==> config.mk <==
export PLATFORM = sky130hd
export DESIGN_NAME = clk_ratio_detect
export DESIGN_NICKNAME = d
export VERILOG_FILES = /design/src/rtl/clk_ratio_pkg.sv /design/src/rtl/clk_ratio_detect_edge_detect.sv /design/src/rtl/clk_ratio_detect.sv
export SDC_FILE = /design/constraint.sdc
export NUM_CORES = 1
export LEC_CHECK = 0
export BUFFER_PORTS_ARGS = -buffer_cell sky130_fd_sc_hd__buf_2
export CORE_MARGIN = 3
export CORE_UTILIZATION = 50
export CTS_CLUSTER_SIZE = 24
export DETAILED_ROUTE_END_ITERATION = 8
export PLACE_DENSITY = 0.78
export SYNTH_ARGS = -nofsm -noshare
export SYNTH_HDL_FRONTEND = slang
export SYNTH_SLANG_ARGS = --single-unit
==> constraint.sdc <==
create_clock -name clk_in -period 3.05 [get_ports clk_in]
set_clock_uncertainty 0.2 [all_clocks]
set_input_delay 0.305 -clock clk_in [delete_from_list [all_inputs] [get_ports clk_in]]
set_output_delay 0.305 -clock clk_in [all_outputs]
set_load 0.01 [all_outputs]
==> src/rtl/clk_ratio_pkg.sv <==
// Shared constants for the divided-clock ratio detector: FSM state encoding
// and default widths.
package clk_ratio_pkg;

  localparam logic [1:0] ST_IDLE      = 2'd0;
  localparam logic [1:0] ST_WAIT_EDGE = 2'd1;
  localparam logic [1:0] ST_MEASURE   = 2'd2;
  localparam logic [1:0] ST_LOCKED    = 2'd3;

  localparam int DEF_CNT_W    = 8;
  localparam int DEF_LOCK_CNT = 4;
  // LOCK_CNT is at most 15, so a 4-bit streak counter always suffices.
  localparam int STK_W        = 4;

endpackage

==> src/rtl/clk_ratio_detect_edge_detect.sv <==
// Samples the divided clock and flags its rising edges. Defining
// CLK_RATIO_SYNC_EN adds a 2-flop synchronizer ahead of the sample flop.
module edge_detect (
  input  logic clk_i,
  input  logic rst_ni,
  input  logic div_i,
  output logic div_q_o,
  output logic rise_o
);

  logic samp_in;
  logic div_q;
  logic prev_q;

`ifdef CLK_RATIO_SYNC_EN
  logic sync1_q;
  logic sync2_q;

  always_ff @(posedge clk_i or negedge rst_ni) begin
    if (!rst_ni) begin
      sync1_q <= 1'b1;
      sync2_q <= 1'b1;
    end else begin
      sync1_q <= div_i;
      sync2_q <= sync1_q;
    end
  end

  assign samp_in = sync2_q;
`else
  assign samp_in = div_i;
`endif

  // Reset high so a div_i already high at reset release is not an edge.
  always_ff @(posedge clk_i or negedge rst_ni) begin
    if (!rst_ni) begin
      div_q  <= 1'b1;
      prev_q <= 1'b1;
    end else begin
      div_q  <= samp_in;
      prev_q <= div_q;
    end
  end

  assign div_q_o = div_q;
  assign rise_o  = div_q & ~prev_q;

endmodule

==> src/rtl/clk_ratio_detect.sv <==
// Measures period and high time of a divided clock in clk_in cycles, with
// lock and sticky timeout flags. CLK_RATIO_SYNC_EN enables input synchronizer.
module clk_ratio_detect
  import clk_ratio_pkg::*;
#(
  parameter int CNT_W    = DEF_CNT_W,
  parameter int LOCK_CNT = DEF_LOCK_CNT
) (
  input  logic             clk_in,
  input  logic             reset,
  input  logic             enable,
  input  logic             div_in,
  output logic [CNT_W-1:0] period,
  output logic [CNT_W-1:0] high_time,
  output logic             valid,
  output logic             locked,
  output logic             timeout,
  output logic [1:0]       state_dbg
);

  localparam logic [CNT_W-1:0] CNT_ONE  = CNT_W'(1);
  localparam logic [CNT_W-1:0] CNT_MAX  = '1;
  localparam logic [STK_W-1:0] STK_ONE  = STK_W'(1);
  localparam logic [STK_W-1:0] STK_LOCK = STK_W'(LOCK_CNT);

  logic             div_q;
  logic             rise;
  logic [1:0]       state_q, state_d;
  logic [CNT_W-1:0] cnt_q, cnt_d;
  logic [CNT_W-1:0] hcnt_q, hcnt_d;
  logic [STK_W-1:0] streak_q, streak_d;
  logic [CNT_W-1:0] period_q, period_d;
  logic [CNT_W-1:0] high_q, high_d;
  logic             valid_q, valid_d;
  logic             locked_q, locked_d;
  logic             timeout_q, timeout_d;
  logic             same_per;
  logic             cnt_max;
  logic             lock_hit;
  logic [STK_W-1:0] streak_nxt;

  edge_detect u_edge (
    .clk_i   (clk_in),
    .rst_ni  (reset),
    .div_i   (div_in),
    .div_q_o (div_q),
    .rise_o  (rise)
  );

  // streak_q == 0 marks the first measurement after WAIT_EDGE.
  assign same_per   = (streak_q != '0) && (cnt_q == period_q);
  assign streak_nxt = !same_per ? STK_ONE :
                      (streak_q == STK_LOCK) ? streak_q : streak_q + STK_ONE;
  assign lock_hit   = (streak_nxt == STK_LOCK);
  assign cnt_max    = (cnt_q == CNT_MAX);

  always_ff @(posedge clk_in or negedge reset) begin
    if (!reset) begin
      state_q   <= ST_IDLE;
      cnt_q     <= '0;
      hcnt_q    <= '0;
      streak_q  <= '0;
      period_q  <= '0;
      high_q    <= '0;
      valid_q   <= 1'b0;
      locked_q  <= 1'b0;
      timeout_q <= 1'b0;
    end else begin
      state_q   <= state_d;
      cnt_q     <= cnt_d;
      hcnt_q    <= hcnt_d;
      streak_q  <= streak_d;
      period_q  <= period_d;
      high_q    <= high_d;
      valid_q   <= valid_d;
      locked_q  <= locked_d;
      timeout_q <= timeout_d;
    end
  end

  always_comb begin
    state_d = state_q;
    case (state_q)
      ST_IDLE:      state_d = ST_WAIT_EDGE;
      ST_WAIT_EDGE: if (rise) state_d = ST_MEASURE;
      ST_MEASURE,
      ST_LOCKED: begin
        if (rise)         state_d = lock_hit ? ST_LOCKED : ST_MEASURE;
        else if (cnt_max) state_d = ST_WAIT_EDGE;
      end
      default:      state_d = ST_IDLE;
    endcase
    if (!enable) state_d = ST_IDLE;
  end

  // Disable outranks rise, and rise outranks timeout.
  always_comb begin
    cnt_d     = cnt_q;
    hcnt_d    = hcnt_q;
    streak_d  = streak_q;
    period_d  = period_q;
    high_d    = high_q;
    valid_d   = 1'b0;
    locked_d  = locked_q;
    timeout_d = timeout_q;
    if (!enable) begin
      cnt_d     = '0;
      hcnt_d    = '0;
      streak_d  = '0;
      locked_d  = 1'b0;
      timeout_d = 1'b0;
    end else begin
      case (state_q)
        ST_WAIT_EDGE: begin
          if (rise) begin
            cnt_d  = CNT_ONE;
            hcnt_d = CNT_ONE;
          end
        end
        ST_MEASURE,
        ST_LOCKED: begin
          if (rise) begin
            period_d  = cnt_q;
            high_d    = hcnt_q;
            valid_d   = 1'b1;
            timeout_d = 1'b0;
            streak_d  = streak_nxt;
            locked_d  = lock_hit;
            cnt_d     = CNT_ONE;
            hcnt_d    = CNT_ONE;
          end else if (cnt_max) begin
            timeout_d = 1'b1;
            locked_d  = 1'b0;
            streak_d  = '0;
            cnt_d     = '0;
            hcnt_d    = '0;
          end else begin
            cnt_d  = cnt_q + CNT_ONE;
            hcnt_d = hcnt_q + {{(CNT_W-1){1'b0}}, div_q};
          end
        end
        default: begin
          cnt_d  = '0;
          hcnt_d = '0;
        end
      endcase
    end
  end

  assign period    = period_q;
  assign high_time = high_q;
  assign valid     = valid_q;
  assign locked    = locked_q;
  assign timeout   = timeout_q;
  assign state_dbg = state_q;

endmodule

* Yosys cells after proc, flatten, opt, wreduce, memory -nomap -nowiden
Index checks and enable logic that the tools add are counted.
W data, S select, Z words.
** Operators by class
- Mux-type cells :: 32
- Equality and inequality tests :: 11
- Shifts and indexed selects :: 0
- Order comparisons :: 0
- Divide/modulo/power cells :: 0
- Reductions and logical operators :: 7
- $mul :: 0
- Add/subtract/negate cells :: 3
- Bitwise gates (word level) :: 2
** Operators with widths (count)
- $mux W8 :: 7
- $pmux W8 S2 :: 2
- $mux W4 :: 6
- $mux W1 :: 12
- $add A8 B1 Y8 :: 1
- $add A8 B1 Y8 const B :: 1
- $eq A4 B3 Y1 const B :: 2
- $eq A8 B8 Y1 :: 1
- $eq A8 B8 Y1 const B :: 1
- $mux W2 :: 4
- $pmux W2 S3 :: 1
- $add A4 B1 Y4 const B :: 1
- $eq A2 B2 Y1 const B :: 2
- $ne A4 B4 Y1 const B :: 1
- $reduce_and A2 Y1 :: 2
- $reduce_bool A4 Y1 :: 1
- $ne A3 B1 Y1 const B :: 1
- $ne A3 B3 Y1 const B :: 1
- $reduce_and A3 Y1 :: 1
- $eq A2 B1 Y1 const B :: 1
- $logic_not A2 Y1 :: 1
- $ne A2 B1 Y1 const B :: 1
- $reduce_or A2 Y1 :: 1
- $and A1 B1 Y1 :: 1
- other kinds (2) :: 2
** Word-level totals
- Word-level logic and storage cells :: 66
- Latch bits :: 0
- Output and inout port bits :: 21
- Flip-flop bits (word level) :: 43
- Input port bits :: 4
- Memories :: 0
- Memory bits (read-only) :: 0
- Bits in writable memories :: 0

* Logic depth before layout (Yosys ltp)
Gate-level depths: netlist (run 1).
- Depth in word-level cells :: 8
- Mapped depth :: 8

* Modules after synthesis
From an unflattened synthesis (run 1), not the netlist that was laid out.
** Unflattened totals
- Cells, all modules :: 231
- Area total of the unflattened synthesis :: 2243.4 um^2
** By module, submodules not included
- clk_ratio_detect :: area an instance 2177.1 um^2, cells an instance 228, sequential area each 1026.0 um^2, times used 1
- edge_detect :: area an instance 66.3 um^2, cells an instance 3, sequential area each 52.6 um^2, times used 1

* Least setup slack after synthesis (run 1)
No wires, ideal clock.
- Kind :: register to register
- From :: register streak_q[0]
- To :: register state_q[0], in the netlist state_dbg[0]
- Stages on the path, launching flop included :: 8
- Data arrival time :: 1.925 ns
- Path slack :: 0.814 ns
- Required time :: 2.739 ns
- Library setup time :: 0.111 ns
- Period minus slack after synthesis :: 2.236 ns
- Path through :: dfrtp_1 inv_1 ha_1 nor2b_2 a2111oi_4 nand3_1 o311a_1 a2111oi_2
** Between the ends
- Longest elaborated chain between the ends :: 8
- Elaborated cells on any way between the ends :: 11
- Classes of those cells :: add/sub: 1; eq/ne: 2; mux: 6; reduce/logical: 2
** RTL lines
- start, declared :: line clk_ratio_detect.sv:31 : logic [STK_W-1:0] streak_q, streak_d;
- start signal, assigned :: line clk_ratio_detect.sv:72 : streak_q <= streak_d;
- $add A4 B1 Y4, or another cell as far along :: line clk_ratio_detect.sv:53 : (streak_q == STK_LOCK) ? streak_q : streak_q + STK_ONE;
- $mux W4 or $logic_and A1 B1 Y1 (tied branches) :: line clk_ratio_detect.sv:53, clk_ratio_detect.sv:51
- $mux W4 * :: line clk_ratio_detect.sv:52 : assign streak_nxt = !same_per ? STK_ONE :
- $eq A4 B3 Y1 * :: line clk_ratio_detect.sv:54 : assign lock_hit = (streak_nxt == STK_LOCK);
- $mux W1 * :: line clk_ratio_detect.sv:88 : if (rise) state_d = lock_hit ? ST_LOCKED : ST_MEASURE;
- $mux W2 * :: line clk_ratio_detect.sv:88
- $pmux W2 S3 * :: line clk_ratio_detect.sv:83 : case (state_q)
- $mux W2 * :: line clk_ratio_detect.sv:93 : if (!enable) state_d = ST_IDLE;
- end signal, assigned :: line clk_ratio_detect.sv:69 : state_q <= state_d;
- end, declared :: line clk_ratio_detect.sv:28 : logic [1:0] state_q, state_d;
Every way passes the cells marked *; elsewhere a longest branch is shown, timed or not.
A chain may end at the register's enable or synchronous reset.

* Worst setup path after layout (run 1)
Ends and elaborated chain as after synthesis.

==> run_results.csv, run 1 <==
group,metric,value,unit
floorplan,coreArea,0.00385,mm²
placed_design,post-place-cells,252,
critical_path,path_buf_inv,1,
placed_design,hpwl,2730,µm
finish,fin_cells,262,
power_and_ir_drop,total_power,1.01,mW
sta,setup_viol,0,
sta,fin_crit_sh,80.1,%
clock_tree,numCtsBuffers,5,
floorplan,die_h,70.8,µm
power_and_ir_drop,intPower,0.761,mW
logic_synthesis,synth.yosys.seq_area_share,51.4,%
placed_design,port_buffers,24,
logic_synthesis,synth_warnings,0,
critical_path,critPathLaunchType,"register",
route,viasPerCell,5.61,
floorplan,die_area,0.00501,mm²
critical_path,cp_slowest_cell,"dfrtp_1",
logic_synthesis,yosys.area.top_type,"dfrtp_1",
critical_path,reg2reg_to,"state_dbg[0]",
floorplan,die_width,70.8,µm
logic_synthesis,syn_nets,195,
critical_path,end_kind,"register",
critical_path,r2r_slack,0.61,ns
placed_design,pre_cts_ws,0.604,ns
logic_synthesis,synth_seq_cells,43,
placed_design,gp_congestion,0.940,
critical_path,max_stage_delay,0.41,ns
finish,diodes,0,
sta,max_freq,0.409,GHz
critical_path,path_max_fanout,5,
power_and_ir_drop,swShare,24.6,%
finish,postLayoutCellArea,0.00236,mm²
logic_synthesis,yosysUniqueCellTypes,40,
route,drt_first_pass_iters,4,
floorplan,rows,22,
clock_tree,clock_sinks,43,
route,ant_nets,0,
global_route,grt_overflow,0,
placed_design,dpl_cell_area,0.00225,mm²
sta,tightestPinTransition,0.917,ns
outcome,status,"finished, final reports clean",
clock_tree,cts_tree,"built",
sta,whs,0.111,ns
clock_tree,htree_levels,2,
logic_synthesis,synth_area_leaders,"dfrtp_1 49%, xor2_1 7.5%, mux2_2 5.4%",
min_path,hp-class,"input pin to register",
critical_path,arrival,2.44,ns
critical_path,crit_cells,7,
power_and_ir_drop,p_comb_share,6.8,%
sta,hold_viol,0,
clock_tree,clkTransAtPathRegs,0.08,ns
finish,fin_nets,222,
logic_synthesis,syn_area_per_cell,11.3,µm²
logic_synthesis,netlist_instances,186,
clock_tree,clk_path_buf_depth,2,
logic_synthesis,synth-edff-count,0,
finish,final_util,61.2,%
critical_path,rr_worst_depth,7,
route,num_vias,1471,
critical_path,worst-setup-path-type,"register to register",
floorplan,initial_utilization,54.4,%
critical_path,path_cells,"inv_1 -> ha_1 -> nor2b_2 -> a2111oi_4 -> nand3_1 -> o311a_1 -> a2111oi_2",
sta,slew_violations,0,
global_route,grt_pass1_vias,1405,
min_path,hold_path_depth,2,
global_route,grt_max_degree,44,
logic_synthesis,synth_top_area_share,48.9,%
route,drt_iter0_drc,68,
sta,fin_crit,2.44,ns
critical_path,crit_family,"compound AO/OA/AOI/OAI gates",
route,routedWlPerCell,14.9,µm
route,drt-total-wl,3900,µm
critical_path,critPathCapture,"state_dbg[0]",
global_route,grt_pass1_wl,6620,µm
finish,drive_gt1_share,22.9,%
job,maxCapViolations,0,
power_and_ir_drop,ir_drop,0.294,mV
finish,area_delta_synth_final,12.4,%
power_and_ir_drop,clkPwrFrac,34.7,%
critical_path,reg2reg_from,"streak_q[0]",
sta,rsz0062_at_grt,"no",
power_and_ir_drop,p_per_area,428,mW/mm²
global_route,antenna_found_initial,0,
power_and_ir_drop,power_frac_seq,58.4,%
power_and_ir_drop,power_switching,0.248,mW
critical_path,cp-startpoint,"streak_q[0]",
floorplan,boundaryPins,25,
clock_tree,cts_root_buffer,"clkbuf_8",
logic_synthesis,synthFlopType,"dfrtp_1",
sta,tns,0,ns
logic_synthesis,syn-cell-area,0.00210,mm²
clock_tree,clk_latency,0.30,ns
sta,relSlewSlack,38.8,%
power_and_ir_drop,power.leakage,1.21,nW
global_route,grt_use_total,16.5,%
sta,layout_setup_ws,0.606,ns
logic_synthesis,synth-async-reset-ratio,100,%
critical_path,required,3.04,ns
route,drc,0,
worst reg2reg max path, stage by stage, from the launching register on:
cell       delay (ns)
dfrtp_1          0.41
inv_1            0.11
ha_1             0.25
nor2b_2          0.20
a2111oi_4        0.37
nand3_1          0.14
o311a_1          0.32
a2111oi_2        0.34
repair_timing:
action	in CTS	in global routing
setup buffers	0	0
hold endpoints to repair	42	0
hold buffers	2	0
resized for setup	0	0
power by group through the flow:
stage	Clock, mW	Combinational [mW]	Sequential [mW]
4_1_cts	0.358	0.0703	0.590
3_5_place_dp	0	0.0682	0.601
5_1_grt	0.375	0.0780	0.592
6_report	0.351	0.0691	0.590
2_1_floorplan	0	0.0400	0.600
3_3_place_gp	0	0.0671	0.601
worst min path at each step:
stage              startpoint       endpoint  slack [ns]
2_1_floorplan           reset       cnt_q[0]       -0.19
3_3_place_gp   u_edge.div_q_o  u_edge.prev_q        0.18
3_5_place_dp   u_edge.div_q_o  u_edge.prev_q        0.18
4_1_cts                enable      hcnt_q[0]        0.11
5_1_grt                enable      hcnt_q[0]        0.13
6_report               enable      hcnt_q[0]        0.11
layout make-up:
cell class	instances	area [µm²]
clock inverter	3	15.0
inverter	6	22.5
fill	326	1500
tap	48	60.1
multi-input combinational	129	957
sequential	43	1080
clock buffer	5	68.8
timing repair buffer	28	155
per-layer routing:
layer  global-route usage (%)  part of all wire (%)  routed length (µm)
met4                     7.52                   1.9                  74
met3                     3.55                   3.7                 145
met5                        0                     0                   0
met1                     22.2                    47                1850
met2                     25.5                    47                1830
synthesized netlist by cell type, types with 3 or more instances:
cell and n:
nand4_1 4, a21oi_1 7, a22o_1 5, ha_1 5, inv_1 6, and3_1 3, buf_2 6, dfrtp_1 41
a31oi_1 4, nand2_1 6, xor2_1 18, mux2_1 6, mux2_2 10, o21ai_0 3, nand3_1 10, nor3_1 4
nor2_1 17
cell families after synthesis:
logic type               synth area share (%)
XOR/XNOR                                 7.94
adder cells (fa/ha/maj)                  2.98
AO/OA/AOI/OAI                            11.9
buffers and inverters                    2.92
AND/OR/NAND/NOR                          14.3
multiplexers                             8.59
flip-flops                               51.4
sequential cells by signal (all words and copies together) (netlist names):
name / count
u_edge.div_q_o: 1
state_dbg: 2
hcnt_q: 8
locked: 1
u_edge.prev_q: 1
cnt_q: 8
valid: 1
streak_q: 4
period: 8
timeout: 1
high_time: 8
placed cells by master (no fill, tap or decap), types with 3 or more instances in the layout:
| cell | count |
|---|---|
| a31oi_1 | 4 |
| inv_1 | 6 |
| mux2_2 | 10 |
| nand2_1 | 6 |
| ha_1 | 5 |
| nor3_1 | 4 |
| dfrtp_1 | 41 |
| a21oi_1 | 7 |
| nand4_1 | 4 |
| clkbuf_8 | 5 |
| nand3_1 | 10 |
| buf_2 | 24 |
| clkinv_2 | 3 |
| nor2_1 | 17 |
| a22o_1 | 5 |
| o21ai_0 | 3 |
| mux2_1 | 6 |
| and3_1 | 3 |
| xor2_1 | 18 |
Power figures use the tool's default switching activity.
==> run 2: changes to the inputs <==
--- a/config.mk
+++ b/config.mk
@@ -10,7 +10,7 @@
 export CORE_UTILIZATION = 50
 export CTS_CLUSTER_SIZE = 24
 export DETAILED_ROUTE_END_ITERATION = 8
-export PLACE_DENSITY = 0.78
+export PLACE_DENSITY = 0.81
 export SYNTH_ARGS = -nofsm -noshare
 export SYNTH_HDL_FRONTEND = slang
 export SYNTH_SLANG_ARGS = --single-unit
==> constraint.sdc (replaced) <==
create_clock -name clk_in -period 2.2 [get_ports clk_in]
set_clock_uncertainty 0.2 [all_clocks]
set_input_delay 0.22 -clock clk_in [delete_from_list [all_inputs] [get_ports clk_in]]
set_output_delay 0.22 -clock clk_in [all_outputs]
set_load 0.01 [all_outputs]
==> run 2 against run 1 <==
Net effect: combinational power grew 64%; utilization increased by 4.5 points; sequential power rose by 38%; via count up 5.7%; final cell count grew 4.2%; non-clock buffer count rose by 11; total power grew 64%.
==> run_results.csv, run 2 (same netlist as run 1, synthesis figures left out) <==
group,metric,value,unit
outcome,status,"finished, final reports clean",
sta,tns,0,ns
critical_path,r2r_slack,0.05,ns
critical_path,rr_worst_depth,7,
critical_path,critPathLaunchType,"register",
critical_path,max_stage_delay,0.39,ns
route,drc,0,
finish,final_cell_mix,"41 x dfrtp_1, 24 x buf_2, 18 x xor2_1",
route,drt_first_pass_iters,4,
power_and_ir_drop,power_frac_seq,49.2,%
min_path,hold_path_depth,2,
placed_design,gp_congestion,0.844,
power_and_ir_drop,ir_drop,0.547,mV
sta,tightestPinTransition,0.518,ns
critical_path,reg2reg_to,"state_dbg[0]",
global_route,grt_max_degree,24,
floorplan,die_h,70.8,µm
floorplan,die_width,70.8,µm
floorplan,initial_utilization,54.4,%
finish,final_common_cell,"dfrtp_1",
min_path,hold_start,"enable",
global_route,grt_pass1_wl,7250,µm
critical_path,arrival,2.15,ns
power_and_ir_drop,power_switching,0.359,mW
power_and_ir_drop,intPower,1.30,mW
clock_tree,htree_levels,2,
sta,relSlewSlack,65.4,%
critical_path,required,2.20,ns
clock_tree,clock_sinks,43,
critical_path,path_cells,"inv_2 -> ha_4 -> nor2b_4 -> a2111oi_4 -> nand3_1 -> o311a_1 -> a2111oi_2",
critical_path,worst-setup-path-type,"register to register",
global_route,grt_overflow,0,
route,ant_nets,0,
placed_design,port_buffers,24,
finish,fillers,306,
sta,fin_crit_sh,97.6,%
critical_path,path_buf_inv,1,
floorplan,coreArea,0.00385,mm²
finish,area_delta_synth_final,20.6,%
sta,hold_viol,0,
sta,rsz0062_at_grt,"yes",
power_and_ir_drop,p_per_area,656,mW/mm²
global_route,grt_use_total,18.2,%
floorplan,die_area,0.00501,mm²
placed_design,post-place-cells,260,
clock_tree,clkTransAtPathRegs,0.08,ns
critical_path,cp-startpoint,"streak_q[1]",
route,viasPerCell,5.70,
placed_design,hpwl,3110,µm
power_and_ir_drop,swShare,21.7,%
sta,setup_viol,0,
critical_path,path_max_fanout,4,
finish,fin_cells,273,
route,drt_iter0_drc,87,
clock_tree,cts_root_buffer,"clkbuf_8",
critical_path,reg2reg_from,"streak_q[1]",
clock_tree,cts_tree,"built",
finish,diodes,0,
sta,layout_setup_ws,0.0518,ns
min_path,holdPathEnd,"hcnt_q[0]",
finish,final_util,65.6,%
sta,slew_violations,0,
critical_path,end_kind,"register",
critical_path,crit_family,"compound AO/OA/AOI/OAI gates",
job,maxCapViolations,0,
clock_tree,clk_path_buf_depth,2,
power_and_ir_drop,clkPwrFrac,44.0,%
floorplan,boundaryPins,25,
placed_design,pre_cts_ws,-0.0209,ns
global_route,grt_pass1_vias,1536,
finish,drive_gt1_share,28.9,%
sta,fin_crit,2.15,ns
global_route,antenna_found_initial,0,
floorplan,rows,22,
sta,max_freq,0.466,GHz
clock_tree,clk_latency,0.30,ns
route,drt-total-wl,4350,µm
power_and_ir_drop,power.leakage,1.30,nW
power_and_ir_drop,p_comb_share,6.8,%
min_path,hp-class,"input pin to register",
route,num_vias,1555,
critical_path,cp_slowest_cell,"o311a_1",
route,routedWlPerCell,15.9,µm
finish,fin_nets,233,
clock_tree,numCtsBuffers,5,
## run 2: cell types whose count changed in the layout (fill, tap and decap cells not counted), moves of 2 or more
cell,change
inv_2,+2
bufinv_16,+2
buf_4,+10
ha_1,-2
clkinv_2,-3
inv_1,-2
## run 2: stage by stage
step / area (µm²) / hold slack, ns / total power [mW]
floorplan: 2100 / -0.276 / 0.887
global placement: 2330 / 0.0296 / 0.934
detailed placement: 2330 / 0.0229 / 0.938
CTS: 2500 / 0.0393 / 1.67
global route: 2530 / 0.0467 / 1.71
finish: 2530 / 0.0474 / 1.66
## run 2: how the worst max path moves through the flow
| stage | depth (start not counted) | slack (ns) | to |
|---|---|---|---|
| after detailed placement | 7 | -0.02 | state_dbg[0] |
| final | 7 | 0.05 | state_dbg[0] |
| after global routing | 7 | -0.06 | state_dbg[0] |
| after CTS | 5 | 0.03 | state_dbg[0] |
| after global placement | 7 | 0.06 | state_dbg[0] |
| after floorplan | 7 | 0.02 | state_dbg[0] |
## run 2: per-layer routing
layer | global-route usage, % | wire (µm) | part of all wire [%]
met4 | 7.93 | 82 | 1.9
met1 | 24.1 | 1920 | 44
met5 | 0 | 0 | 0
met3 | 4.12 | 256 | 5.9
met2 | 28.8 | 2090 | 48
## run 2: worst reg2reg max path, delay by kind of cell (launching register included)
family,cells,cell delay (ns)
AND/OR/NAND/NOR,2,0.31
adder cells (fa/ha/maj),1,0.16
flip-flops,1,0.37
AO/OA/AOI/OAI,3,0.95
buffers and inverters,1,0.05
## run 2: layout make-up
cell class	count	area [µm²]	area share (%)
Sequential cell	43	1080	42.6
Multi-Input combinational cell	129	982	38.8
Timing Repair Buffer	39	250	9.89
Clock buffer	5	68.8	2.72
Clock inverter	3	67.6	2.67
Tap cell	48	60.1	2.37
Inverter	6	22.5	0.890
## run 2: repair_timing
item | in CTS | in global routing
endpoints found under the hold margin | 23 | 0
gates resized for setup | 2 | 4
pin swaps | 2 | 6
hold buffers | 2 | 0
setup buffers | 1 | 2
setup endpoints to repair | 1 | 1
## run 2: power by group through the flow
stage	Sequential [mW]	Combinational (mW)	Clock (mW)
2_1_floorplan	0.832	0.0555	0
6_report	0.816	0.113	0.729
5_1_grt	0.818	0.124	0.771
3_5_place_dp	0.832	0.106	0
3_3_place_gp	0.831	0.104	0
4_1_cts	0.816	0.111	0.740
